===== src/rtl/fft_avalon_dma_master.sv =====
// fft_avalon_dma_master
//   Avalon-MM master that moves one FFT frame: reads NUM_SAMPLES words from
//   rd_base into the FFT sample buffer, pulses fft_start, waits for fft_done,
//   then copies NUM_SAMPLES result words from the result buffer to wr_base.
//
// Ports
//   clk, rst                 clock, asynchronous active-high reset
//   start, abort             frame request / return to IDLE at a safe point
//   rd_base, wr_base         byte base addresses, latched on start
//   master_*                 Avalon-MM master (one outstanding read)
//   sample_valid/index/data  write port into the FFT sample buffer
//   fft_start, fft_done      FFT core handshake
//   res_rd_en/index, res_data result buffer read port (1-cycle latency)
//   busy, done, error        status (error is sticky until start or rst)
//
// Optional build macro
//   AVM_STALL_CNT_EN  adds stall_cycles[31:0], a saturating count of cycles
//                     in which an asserted command was stalled by waitrequest.
module fft_avalon_dma_master #(
  parameter int DATA_W      = 16,
  parameter int ADDR_W      = 32,
  parameter int NUM_SAMPLES = 512,
  parameter int IDX_W       = $clog2(NUM_SAMPLES)
) (
  input  logic              clk,
  input  logic              rst,
  input  logic              start,
  input  logic              abort,
  input  logic [ADDR_W-1:0] rd_base,
  input  logic [ADDR_W-1:0] wr_base,
  output logic              master_read,
  output logic              master_write,
  output logic [ADDR_W-1:0] master_address,
  output logic [DATA_W-1:0] master_write_data,
  input  logic              master_waitrequest,
  input  logic [DATA_W-1:0] master_readdata,
  input  logic              master_readdatavalid,
  input  logic [1:0]        master_response,
  output logic              sample_valid,
  output logic [IDX_W-1:0]  sample_index,
  output logic [DATA_W-1:0] sample_data,
  output logic              fft_start,
  input  logic              fft_done,
  output logic              res_rd_en,
  output logic [IDX_W-1:0]  res_index,
  input  logic [DATA_W-1:0] res_data,
  output logic              busy,
  output logic              done,
  output logic              error
`ifdef AVM_STALL_CNT_EN
  ,
  output logic [31:0]       stall_cycles
`endif
);

  localparam int BYTES = DATA_W / 8;
  localparam int AL_W  = (BYTES > 1) ? $clog2(BYTES) : 0;
  localparam logic [ADDR_W-1:0] ALIGN_MASK = ~((ADDR_W'(1) << AL_W) - ADDR_W'(1));
  localparam logic [IDX_W-1:0]  LAST       = IDX_W'(NUM_SAMPLES - 1);

  typedef enum logic [3:0] {
    S_IDLE, S_RD_REQ, S_RD_WAIT, S_RD_PUSH, S_WAIT_FFT,
    S_WR_FETCH, S_WR_REQ, S_DONE, S_ERROR
  } state_t;

  state_t            state_q, state_d;
  logic [IDX_W-1:0]  idx_q, idx_d;
  logic [ADDR_W-1:0] rd_base_q, rd_base_d, wr_base_q, wr_base_d;
  logic              error_q, error_d;
  logic              abort_pend_q, abort_pend_d;
  logic              fft_start_q, fft_start_d;
  logic              wr_first_q, wr_first_d;
  logic [DATA_W-1:0] rdata_q, rdata_d, wdata_q, wdata_d;
  logic              abort_req, start_ok;
  logic [ADDR_W-1:0] rd_addr, wr_addr;

  assign abort_req = abort | abort_pend_q;
  // Abort beats a simultaneous start.
  assign start_ok  = start & ~abort;
  assign rd_addr   = rd_base_q + ADDR_W'(idx_q) * ADDR_W'(BYTES);
  assign wr_addr   = wr_base_q + ADDR_W'(idx_q) * ADDR_W'(BYTES);

  always_comb begin
    state_d   = state_q;
    idx_d     = idx_q;
    rd_base_d = rd_base_q;
    wr_base_d = wr_base_q;
    error_d   = error_q;
    case (state_q)
      S_IDLE, S_ERROR: begin
        if (start_ok) begin
          rd_base_d = rd_base & ALIGN_MASK;
          wr_base_d = wr_base & ALIGN_MASK;
          idx_d     = '0;
          error_d   = 1'b0;
          state_d   = S_RD_REQ;
        end
      end
      // An accepted read cannot be retracted, so abort waits for its data.
      S_RD_REQ:  if (!master_waitrequest) state_d = S_RD_WAIT;
      S_RD_WAIT: begin
        if (master_readdatavalid) begin
          if (master_response != 2'b00) begin
            state_d = S_ERROR;
            error_d = 1'b1;
          end else if (abort_req) begin
            state_d = S_IDLE;
          end else begin
            state_d = S_RD_PUSH;
          end
        end
      end
      S_RD_PUSH: begin
        if (abort_req)          state_d = S_IDLE;
        else if (idx_q == LAST) state_d = S_WAIT_FFT;
        else begin
          idx_d   = idx_q + IDX_W'(1);
          state_d = S_RD_REQ;
        end
      end
      S_WAIT_FFT: begin
        if (abort_req) state_d = S_IDLE;
        else if (fft_done) begin
          idx_d   = '0;
          state_d = S_WR_FETCH;
        end
      end
      S_WR_FETCH: state_d = abort_req ? S_IDLE : S_WR_REQ;
      S_WR_REQ: begin
        if (!master_waitrequest) begin
          if (abort_req)          state_d = S_IDLE;
          else if (idx_q == LAST) state_d = S_DONE;
          else begin
            idx_d   = idx_q + IDX_W'(1);
            state_d = S_WR_FETCH;
          end
        end
      end
      S_DONE:  state_d = S_IDLE;
      default: state_d = S_IDLE;
    endcase

    // A deferred abort is remembered until the machine comes to rest.
    abort_pend_d = ((state_d == S_IDLE) || (state_d == S_ERROR)) ? 1'b0 : abort_req;
    fft_start_d  = (state_d == S_WAIT_FFT) && (state_q != S_WAIT_FFT);
    wr_first_d   = (state_d == S_WR_REQ) && (state_q != S_WR_REQ);
    rdata_d      = (state_q == S_RD_WAIT && master_readdatavalid) ? master_readdata : rdata_q;
    // res_data is valid during the first WR_REQ cycle; hold it for any stall.
    wdata_d      = (state_q == S_WR_REQ && wr_first_q) ? res_data : wdata_q;
  end

  always_ff @(posedge clk or posedge rst) begin
    if (rst) begin
      state_q      <= S_IDLE;
      idx_q        <= '0;
      rd_base_q    <= '0;
      wr_base_q    <= '0;
      error_q      <= 1'b0;
      abort_pend_q <= 1'b0;
      fft_start_q  <= 1'b0;
      wr_first_q   <= 1'b0;
    end else begin
      state_q      <= state_d;
      idx_q        <= idx_d;
      rd_base_q    <= rd_base_d;
      wr_base_q    <= wr_base_d;
      error_q      <= error_d;
      abort_pend_q <= abort_pend_d;
      fft_start_q  <= fft_start_d;
      wr_first_q   <= wr_first_d;
    end
  end

  // Data holding registers; every output that uses them is gated by state.
  always_ff @(posedge clk) begin
    rdata_q <= rdata_d;
    wdata_q <= wdata_d;
  end

  always_comb begin
    master_read       = (state_q == S_RD_REQ);
    master_write      = (state_q == S_WR_REQ);
    master_address    = master_read ? rd_addr : (master_write ? wr_addr : '0);
    master_write_data = master_write ? (wr_first_q ? res_data : wdata_q) : '0;
    sample_valid      = (state_q == S_RD_PUSH);
    sample_index      = sample_valid ? idx_q : '0;
    sample_data       = sample_valid ? rdata_q : '0;
    fft_start         = fft_start_q;
    res_rd_en         = (state_q == S_WR_FETCH);
    res_index         = res_rd_en ? idx_q : '0;
    busy              = (state_q != S_IDLE) && (state_q != S_ERROR);
    done              = (state_q == S_DONE);
    error             = error_q;
  end

`ifdef AVM_STALL_CNT_EN
  logic [31:0] stall_q, stall_d;

  always_comb begin
    stall_d = stall_q;
    if (((state_q == S_IDLE) || (state_q == S_ERROR)) && start_ok)
      stall_d = '0;
    else if ((master_read | master_write) && master_waitrequest && (stall_q != 32'hFFFF_FFFF))
      stall_d = stall_q + 32'd1;
  end

  always_ff @(posedge clk or posedge rst) begin
    if (rst) stall_q <= '0;
    else     stall_q <= stall_d;
  end

  assign stall_cycles = stall_q;
`endif

endmodule


===== config.mk =====
export PLATFORM = sky130hd
export DESIGN_NAME = fft_avalon_dma_master
export DESIGN_NICKNAME = d
export VERILOG_FILES = /design/src/rtl/fft_avalon_dma_master.sv
export SDC_FILE = /design/constraint.sdc
export NUM_CORES = 1
export LEC_CHECK = 0
export BUFFER_PORTS_ARGS = -buffer_cell sky130_fd_sc_hd__buf_2
export CAP_MARGIN = 40
export CELL_PAD_IN_SITES_DETAIL_PLACEMENT = 0
export CELL_PAD_IN_SITES_GLOBAL_PLACEMENT = 1
export CORE_UTILIZATION = 43
export DETAILED_ROUTE_END_ITERATION = 8
export PLACE_DENSITY_LB_ADDON = 0.1
export SYNTH_ARGS = -nofsm -noshare
export SYNTH_HDL_FRONTEND = slang
export SYNTH_SLANG_ARGS = --single-unit
export TNS_END_PERCENT = 20

===== constraint.sdc =====
create_clock -name clk -period 6 [get_ports clk]
set_clock_uncertainty 0.2 [all_clocks]
set_input_delay 0.6 -clock clk [delete_from_list [all_inputs] [get_ports clk]]
set_output_delay 0.6 -clock clk [all_outputs]
set_load 0.005 [all_outputs]

=== Word level (Yosys, flattened, before mapping) ===
Index checks and enable logic that the tools add are counted.

* Add/subtract/negate cells: 3
* Eq/ne operators: 21
* Multiplexer cells: 33
* Bitwise gates (word level): 3
* Reduce and logical (&&, ||, !) cells: 16

{| class="wikitable"
|+ Operator list
! cell !! number
|-
| 9-bit two-way mux || 8
|-
| 32-bit by 10-bit adder with 32-bit output || 2
|-
| 32-bit two-way mux || 2
|-
| 16-bit two-way mux || 3
|-
| 9-bit case mux with 4 select lines || 1
|-
| 4-bit two-way mux || 7
|-
| 4-bit case mux with 7 select lines || 1
|-
| 4-bit by 3-bit equality test with 1-bit output, second input constant || 6
|-
| 3-bit two-way mux || 4
|-
| 2-bit inequality test, second input constant || 6
|-
| 9-bit by 1-bit adder with 9-bit output, second input constant || 1
|-
| 9-bit equality test, second input constant || 1
|-
| 4-bit by 2-bit equality test with 1-bit output, second input constant || 2
|-
| 4-bit equality test, second input constant || 2
|-
| 4-bit logical NOT || 2
|-
| 4-bit by 3-bit inequality test with 1-bit output, second input constant || 2
|-
| 4-bit nonzero test || 2
|-
| 1-bit logical AND || 5
|-
| 5-bit AND reduction || 1
|-
| 4-bit by 1-bit equality test with 1-bit output, second input constant || 1
|-
| 1-bit two-way mux || 4
|-
| 2-bit two-way mux || 2
|-
| 4-bit inequality test, second input constant || 1
|-
| 4-bit AND reduction || 1
|-
| 8 further kinds || 9
|}

* Register bits: 111
* Bits of input ports: 105
* Output and inout bits: 90
* Word-level logic and storage cells: 86

=== Depth between registers and ports, before layout ===
Gate-level depths: netlist of run 1.

* Depth after elaboration: 8
* Gate-level depth with buffers: 11
* Mapped depth without buffers: 9

=== Worst setup path before layout of run 1 ===
No wires, ideal clock.

* Path type: register -> output
* From: reg idx_q[0]
* To: out master_address[13]
* Arrival: 2.488 ns
* Required time: 5.200 ns
* Slack: 2.712 ns
* Stages on the path, launching flop included: 10
* Path buffers: 1
* Path through: dfrtp_1 > ha_1 > fa_1 > a21o_1 > a221oi_1 > a31o_2 > clkbuf_1 > nor3b_1 > xnor2_1 > o22ai_1

* Word-level cells in the longest chain between the ends: 3
* Elaborated cells on any way between the ends: 4
* Classes of those cells: 2 x add/sub; 2 x mux

{| class="wikitable"
|+ Ends and longest elaborated chain
! element !! RTL line !! text
|-
| start, declared || 67 || <nowiki>logic [IDX_W-1:0] idx_q, idx_d;</nowiki>
|-
| start signal, assigned || 164 || <nowiki>idx_q <= idx_d;</nowiki>
|-
| 32-bit by 10-bit adder with 32-bit output || 81 || <nowiki>assign wr_addr = wr_base_q + ADDR_W'(idx_q) * ADDR_W'(BYTES);</nowiki>
|-
| 32-bit two-way mux || 183 || <nowiki>master_address = master_read ? rd_addr : (master_write ? wr_addr : '0);</nowiki>
|-
| 32-bit two-way mux (*) || 183 ||
|-
| end, declared || 33 || <nowiki>output logic [ADDR_W-1:0] master_address,</nowiki>
|}

Mark *: on every way between the ends. The rest lies on a longest branch, timed or not.

=== Final worst setup path of run 1 ===
* From: reg idx_q[1]
* To: out master_address[26]

The elaborated chain is that of the path after synthesis.

==> metrics.md, run 1 <==
| Metric | Value |
|---|---|
| Area of the die | `15800 µm²` |
| Clock Tree Buf Depth | `2` |
| Violations in the final reports | `DRC` |
| Worst reg2reg path endpoint | `wdata_q[1]` |
| Sum of net half-perimeters after detailed placement | `12000 µm` |
| Post-CTS Setup Bufs | `0` |
| CP required | `5.20 ns` |
| Most frequent cells in the layout | `buf_2, dfrtp_1, mux2_2` |
| Maximum number of pins on one net before global-route repair | `65` |
| Synth Area in Adders | `0.0442` |
| Average detailed-routed wire length per instance | `16.4 µm` |
| Worst Tran Pin Value | `0.860 ns` |
| Leakage power | `3.60 nW` |
| Total I/O pin count | `195` |
| Parity-gate share of the synthesized area counting xor and xnor cells | `0.0840` |
| Mapped Avg Cell Area | `10.8 µm²` |
| Syn_nets | `737` |
| Switching Power | `1.04 mW` |
| Internal power | `1.99 mW` |
| # clock sinks | `111` |
| Max incr delay on CP | `0.52 ns` |
| Largest family of logic cells by synthesized area | `simple AND/OR/NAND/NOR gates` |
| Layout Nets | `915` |
| Number of antenna diodes | `0` |
| Synthesized instance count | `610` |
| Number of different library cells in the post-synthesis netlist | `63` |
| Global-route wire length before repair | `26200 µm` |
| GRT Total Usage | `0.209` |
| Clk_lat worst skew | `0.35 ns` |
| Critical-path cell list | `ha_1 > a211oi_1 > o21ai_0 > a41oi_1 > buf_4 > nor4b_1 > xnor2_1 > o22ai_1 > buf_2` |
| Post-synthesis simple-gate area fraction | `0.161` |
| Via count of the first global-routing pass | `5261` |
| Vias | `5360` |
| Signal arrival time at the worst endpoint | `3.21 ns` |
| Pwr dens | `378 nW/µm²` |
| Setup violation total in the final timing report | `0` |
| Total chip power | `3.04 mW` |
| Count of pins over their slew limit | `0` |
| Flip-flop and latch count after synthesis | `111` |
| Result of the run | `finished with violations` |
| Compound-Gate Fraction of Synth Area | `0.106` |
| Warnings, synthesis | `0` |
| Part of the cycle the worst path needs | `0.668` |
| GP Congestion | `0.854` |
| Count of nets left with antenna violations after detail routing | `0` |
| Count of flip-flops with a built-in enable after synthesis | `32` |
| Initial cell density of the core | `0.447` |
| Share of power burned in combinational logic | `0.365` |
| Die outline height | `126 µm` |
| Detailed-route DRC error count | `18` |
| Port Buffer Count | `191` |
| Post-synthesis cell area | `6570 µm²` |
| Maximum clock frequency | `250 MHz` |
| Area of the placeable core | `14700 µm²` |
| Crit path kind | `reg2out` |
| Startpoint type of the worst setup path | `flop` |
| Maximum VDD drop | `0.000202 V` |
| CTS Buf Count | `9` |
| Relative contribution of sequential cells to total power | `0.423` |
| Power share of the clock group | `0.212` |
| Final WL | `16000 µm` |
| CTS clock-pin slew for the worst setup and hold paths | `0.07 ns` |
| Fill cell instance count of the final layout | `1352` |
| Critical path buffers and inverters | `2` |
| Switching share of power | `0.343` |
| CTS tree | `built` |
| Final min period | `4.01 ns` |
| Worst Reg2Reg Path Length in Cells | `4` |
| Placement Rows | `44` |
| Total negative slack for setup checks | `0 ns` |
| Endpoints failing hold | `0` |
| CTS Root Cell | `clkbuf_16` |
| Async set or reset register ratio after synthesis | `0.712` |
| Area growth, synth to finish | `22.2%` |
| RSZ-0062 raised after global routing | `no` |
| Total of max-cap violations | `0` |
| Hold_buf cts | `0` |
| Number of resized instances in the post-cts repair step | `0` |
| Number of detailed-routing iterations run before antenna repair | `9` |
| Worst-path fanout max | `9` |
| Setup crit end kind | `output port` |
| Post-synth top flop | `dfrtp_1` |
| Die X-Extent | `126 µm` |
| Number of levels the H-tree was split into | `3` |
| Most common cell after layout, fill and taps aside | `buf_2` |
| FF-to-FF setup slack | `3.10 ns` |
| Mux contribution to synthesized area | `0.131` |
| Start of the worst register-to-register path | `state_q[3]` |
| Worst slew margin relative to its limit | `0.427` |
| Hold Path Class | `in2async` |
| Share of post-route cells with drive strength above 1 | `0.362` |
| Sum of overflow across all layers after global routing | `0` |
| Number of DRC violations after detailed-routing iteration 0 | `281` |
| Detailed-route vias per instance | `5.49` |
| Slowest CP cell | `dfrtp_1` |
| Largest delay share family, worst path | `compound AO/OA/AOI/OAI gates` |
| Antenna violations before repair | `0` |
| Post-synthesis sequential area ratio | `0.447` |
-- worst register-to-register path, stage by stage, from the launching register on --
cell,delay (ns)
dfrtp_1,0.47
nand2b_1,0.24
or3b_2,0.74
inv_2,0.29
and2_1,0.60
-- routing by layer --
layer / routed length (µm) / up-vias / track usage / part of all wire
li1: - / 2585 / - / -
met4: 251 / 0 / 0.0725 / 0.016
met2: 7420 / 192 / 0.341 / 0.46
met1: 7280 / 2568 / 0.280 / 0.45
met3: 1060 / 15 / 0.0378 / 0.066
met5: 0 / - / 0 / 0
-- through the flow --
step / instances / worst slack (ns) / utilization / instance area (µm²) / hold WS, ns
after floorplan: 610 / 2.71 / - / 6570 / 0.284
after global placement: 957 / 2.01 / 0.521 / 7650 / 0.277
after detailed placement: 961 / 2.35 / 0.525 / 7710 / 0.289
after CTS: 977 / 1.97 / 0.546 / 8030 / 0.171
after global routing: 977 / 1.72 / 0.546 / 8030 / 0.202
final: 977 / 1.99 / 0.546 / 8030 / 0.158
-- Yosys cell counts, types with 4 or more instances --
library cell | instances | area, µm²
nand2b_1 | 4 | 25.0
buf_2 | 9 | 45.0
nor4b_1 | 7 | 61.3
nor3b_1 | 7 | 52.6
ha_1 | 20 | 250
edfxtp_1 | 32 | 961
a21o_1 | 7 | 52.6
nand3_1 | 20 | 100
nor3_1 | 17 | 85.1
xnor2_1 | 47 | 412
a211oi_1 | 11 | 82.6
o21ai_0 | 13 | 65.1
nor4_1 | 4 | 25.0
a21oi_1 | 15 | 75.1
and2_1 | 37 | 231
mux2_2 | 62 | 698
o22ai_1 | 28 | 175
clkbuf_1 | 18 | 67.6
and3_1 | 12 | 75.1
a22o_1 | 5 | 43.8
xor2_1 | 16 | 140
nor2_1 | 37 | 139
nand2_1 | 29 | 109
dfrtp_1 | 79 | 1980
inv_1 | 8 | 30.0
mux2i_1 | 16 | 160
-- logic make-up after synthesis --
kind of cell / Yosys count
AOI/OAI and AO/OA: 102
xor gates and xnor gates: 63
adders and majority gates: 22
buffers and inverters: 41
DFF: 111
muxes: 78
other: 1
and+or+nand+nor: 192
-- worst max path at each step --
stage / start / to / slack (ns) / cells after the start
global placement: idx_q[1] / master_address[30] / 2.01 / 8
global route: idx_q[0] / master_address[31] / 1.72 / 9
floorplan: idx_q[0] / master_address[13] / 2.71 / 9
detailed placement: idx_q[0] / master_address[31] / 2.35 / 9
CTS: idx_q[0] / master_address[31] / 1.97 / 9
finish: idx_q[1] / master_address[26] / 1.99 / 9
-- state kept, by name, summed over array words and instances (netlist names) --
register and flops:
wr_base_q 31, state_q 4, wdata_q 16, rd_base_q 31
idx_q 9, wr_first_q 1, error 1, abort_pend_q 1
rdata_q 16, fft_start 1
-- cell type report --
cell class,instances,area [µm²],share of cell area
multi-input combinational,458,3460,0.431
sequential,111,2940,0.366
timing repair buffer,199,1050,0.130
clock buffer,13,250,0.0312
tap,184,230,0.0287
clock inverter,3,67.6,0.00841
inverter,9,35.0,0.00436
-- power by group through the flow --
stage,clock network [mW],logic [mW],registers [mW]
6_report,0.642,1.11,1.29
2_1_floorplan,0,0.853,1.21
5_1_grt,0.693,1.24,1.33
4_1_cts,0.659,1.12,1.28
3_3_place_gp,0,1.09,1.28
3_5_place_dp,0,1.12,1.30
Power figures use the tool's default switching activity.
==> run 2, diff against run 1 <==
- ABC_AREA: unset -> 1
- CORE_UTILIZATION: 43 -> 34
- clock period: 6 -> 3.3 ns (I/O delays scaled with it)
==> metrics.md, run 2 <==
| Metric | Value |
|---|---|
| Worst-path fanout max | `8 (-1)` |
| Mapped Avg Cell Area | `6.56 µm² (-39%)` |
| Critical path startpoint | `idx_q[6]` |
| Sum of overflow across all layers after global routing | `0 (unchanged)` |
| Met2 capacity usage during global routing | `0.357 (+0.0157)` |
| Flip-flop and latch count after synthesis | `111 (unchanged)` |
| Number of antenna diodes | `0 (unchanged)` |
| Post-synth top cells | `nand2_1, inv_1, nand3_1, nor2_1, dfrtp_1` |
| Detailed-route vias per instance | `4.65 (-15%)` |
| Warnings, synthesis | `0 (unchanged)` |
| Startpoint type of the worst setup path | `flop` |
| Result of the run | `completed` |
| Worst Reg2Reg Path Length in Cells | `11 (+7)` |
| Clk_lat worst skew | `0.37 ns (+0.02 ns)` |
| Setup crit end kind | `output port` |
| Initial cell density of the core | `0.347 (-0.100)` |
| Maximum number of pins on one net before global-route repair | `61 (-6.2%)` |
| Synthesized instance count | `1155 (+89%)` |
| Endpoints failing hold | `0 (unchanged)` |
| Antenna violations before repair | `0 (unchanged)` |
| Maximum VDD drop | `0.000262 V (+29%)` |
| Maximum clock frequency | `322 MHz` |
| Most repeated cell in the gate-level netlist after synthesis | `nand2_1` |
| Post-synthesis sequential area ratio | `0.388 (-0.0591)` |
| GRT Total Usage | `0.223 (+0.0141)` |
| Post-Place Cell Area | `8910 µm² (+15%)` |
| Area growth, synth to finish | `33.5%` |
| Final WL | `25000 µm (+56%)` |
| Detailed-route DRC error count | `0 (-18)` |
| Post-synth top flop | `dfrtp_1` |
| Hold Path Class | `in2reg` |
| Average detailed-routed wire length per instance | `14.5 µm (-11%)` |
| CP required | `2.77 ns (-2.43 ns)` |
| Worst Tran Pin Value | `0.600 ns (-0.259 ns)` |
| CTS Root Cell | `clkbuf_16` |
| Count of flip-flops with a built-in enable after synthesis | `32 (unchanged)` |
| Total I/O pin count | `195 (unchanged)` |
| Number of detailed-routing iterations run before antenna repair | `5 (-4)` |
| Total chip power | `5.71 mW (+88%)` |
| Crit path kind | `reg2out` |
| Die X-Extent | `151 µm (+20%)` |
| Setup violation total in the final timing report | `0 (unchanged)` |
| CTS Buf Count | `9 (unchanged)` |
| Via count of the first global-routing pass | `7459 (+42%)` |
| Area of the placeable core | `21800 µm² (+48%)` |
| Number of DRC violations after detailed-routing iteration 0 | `397 (+41%)` |
| Placement Rows | `54 (+23%)` |
| Hold Path Origin | `wr_base[13]` |
| Sum of net half-perimeters after detailed placement | `19200 µm (+60%)` |
| Syn_nets | `1282 (+74%)` |
| Largest cells by area after synthesis | `dfrtp_1, nand2_1, edfxtp_1, nand3_1, inv_1` |
| Share of post-route cells with drive strength above 1 | `0.171 (-0.191)` |
| Layout Nets | `1558 (+70%)` |
| Number of different library cells in the post-synthesis netlist | `38 (-40%)` |
| Most frequent cells in the layout | `nand2_1, buf_2, inv_1` |
| Fin cells | `1716 (+76%)` |
| Part of the cycle the worst path needs | `0.942` |
| RSZ-0062 raised after global routing | `yes` |
| Leakage power | `5.40 nW (+50%)` |
| Signal arrival time at the worst endpoint | `2.58 ns (-0.63 ns)` |
| Global-route wire length before repair | `39000 µm (+49%)` |
| Met1 Resource Use GR | `0.319 (+0.0384)` |
| Count of pins over their slew limit | `0 (unchanged)` |
| Layer with the highest usage after global routing | `met2` |
| Worst slew margin relative to its limit | `0.598 (+0.171)` |
| Most common cell after layout, fill and taps aside | `nand2_1` |
| Area of the die | `22900 µm² (+45%)` |
| Post-synthesis cell area | `7570 µm² (+15%)` |
| Final core utilization | `0.463 (-0.0830)` |
| Final min period | `3.11 ns` |
| Count of nets left with antenna violations after detail routing | `0 (unchanged)` |
| Placed Cells | `1612 (+68%)` |
| Port Buffer Count | `191 (unchanged)` |
| # clock sinks | `111 (unchanged)` |
| CTS tree | `built` |
| CTS clock-pin slew for the worst setup and hold paths | `0.08 ns (about the same)` |
| WHS Path Cells | `3` |
| Async set or reset register ratio after synthesis | `0.712 (unchanged)` |
| Start of the worst register-to-register path | `idx_q[1]` |
| Total negative slack for setup checks | `0 ns (unchanged)` |
| Vias | `7973 (+49%)` |
| Most area-hungry cell type in the Yosys netlist | `dfrtp_1` |
| GR Util met3 | `0.0202 (-0.0176)` |
| Share of the synthesized area in the top cell type | `0.261 (-0.0398)` |
| GP Congestion | `0.899 (+5.3%)` |
| FF-to-FF setup slack | `0.64 ns (-2.46 ns)` |
| Number of levels the H-tree was split into | `3 (unchanged)` |
| Registers with the most flip-flops | `rd_base_q x31, wr_base_q x31` |
| Post-route cell area | `10100 µm² (+26%)` |
| Die outline height | `151 µm (+20%)` |
| Clock Tree Buf Depth | `2 (unchanged)` |
| Total of max-cap violations | `0 (unchanged)` |
| Pwr dens | `565 nW/µm² (+49%)` |
## run 2: logic make-up (layout without fill, tap and decap cells)
group	after synthesis	in the layout	share of synthesized area
other	1	1	0.000495
DFF	111	111	0.388
adders and majority gates	22	22	0.0383
buffers and inverters	174	455	0.0894
AOI/OAI and AO/OA	106	106	0.0757
xor gates and xnor gates	8	8	0.00925
and+or+nand+nor	733	733	0.399
## run 2: final cells by class
class,instances,area [µm²]
timing repair buffer,292,1980
inverter,147,556
clock buffer,9,225
clock inverter,7,86.3
fill,2312,11700
sequential,111,2940
tap,280,350
multi-input combinational,870,3980
## run 2: routing by layer
metal	vias to the layer above	wire length [µm]
li1	4196	-
met1	3592	12600
met2	164	11100
met3	21	790
met4	0	409
met5	-	0
## run 2: critical path: stages (launching register included)
cell and delay [ns]:
dfrtp_1 0.51, ha_1 0.41, a21oi_1 0.23, nand2_1 0.10, nand2_1 0.07, nand3_1 0.29, nand2_1 0.14, nand2_1 0.06
o21ai_1 0.23, buf_2 0.16
## run 2: per-stage QoR
stage / setup WS, ns / hold slack, ns
after floorplan: 0.747 / 0.229
after global placement: 0.478 / 0.267
after detailed placement: 0.478 / 0.0576
after CTS: 0.0598 / 0.00130
after global routing: -0.00546 / 0.0128
final: 0.192 / 0.0179
## run 2: worst paths after layout
path | to
worst min-delay path | wr_base_q[13]
worst max register to register | idx_q[7]
worst min register to register | rd_base_q[5]
worst max-delay path | master_address[12]
max in group asynchronous | wr_base_q[16]
min in group asynchronous | error
## run 2: timing repair
action,in CTS,in global routing
endpoints found under the setup margin,0,7
hold buffers,88,0
hold endpoints to repair,166,0
gates resized for setup,0,6
setup buffers,0,0
## run 2: report_power, final
| group | internal (mW) | leakage [nW] | switching (mW) | total, mW |
|---|---|---|---|---|
| registers | 1.85 | 1.29 | 0.470 | 2.32 |
| clock network | 0.556 | 0.154 | 0.624 | 1.18 |
| logic | 0.813 | 3.96 | 1.40 | 2.21 |
| total | 3.22 | 5.40 | 2.49 | 5.71 |
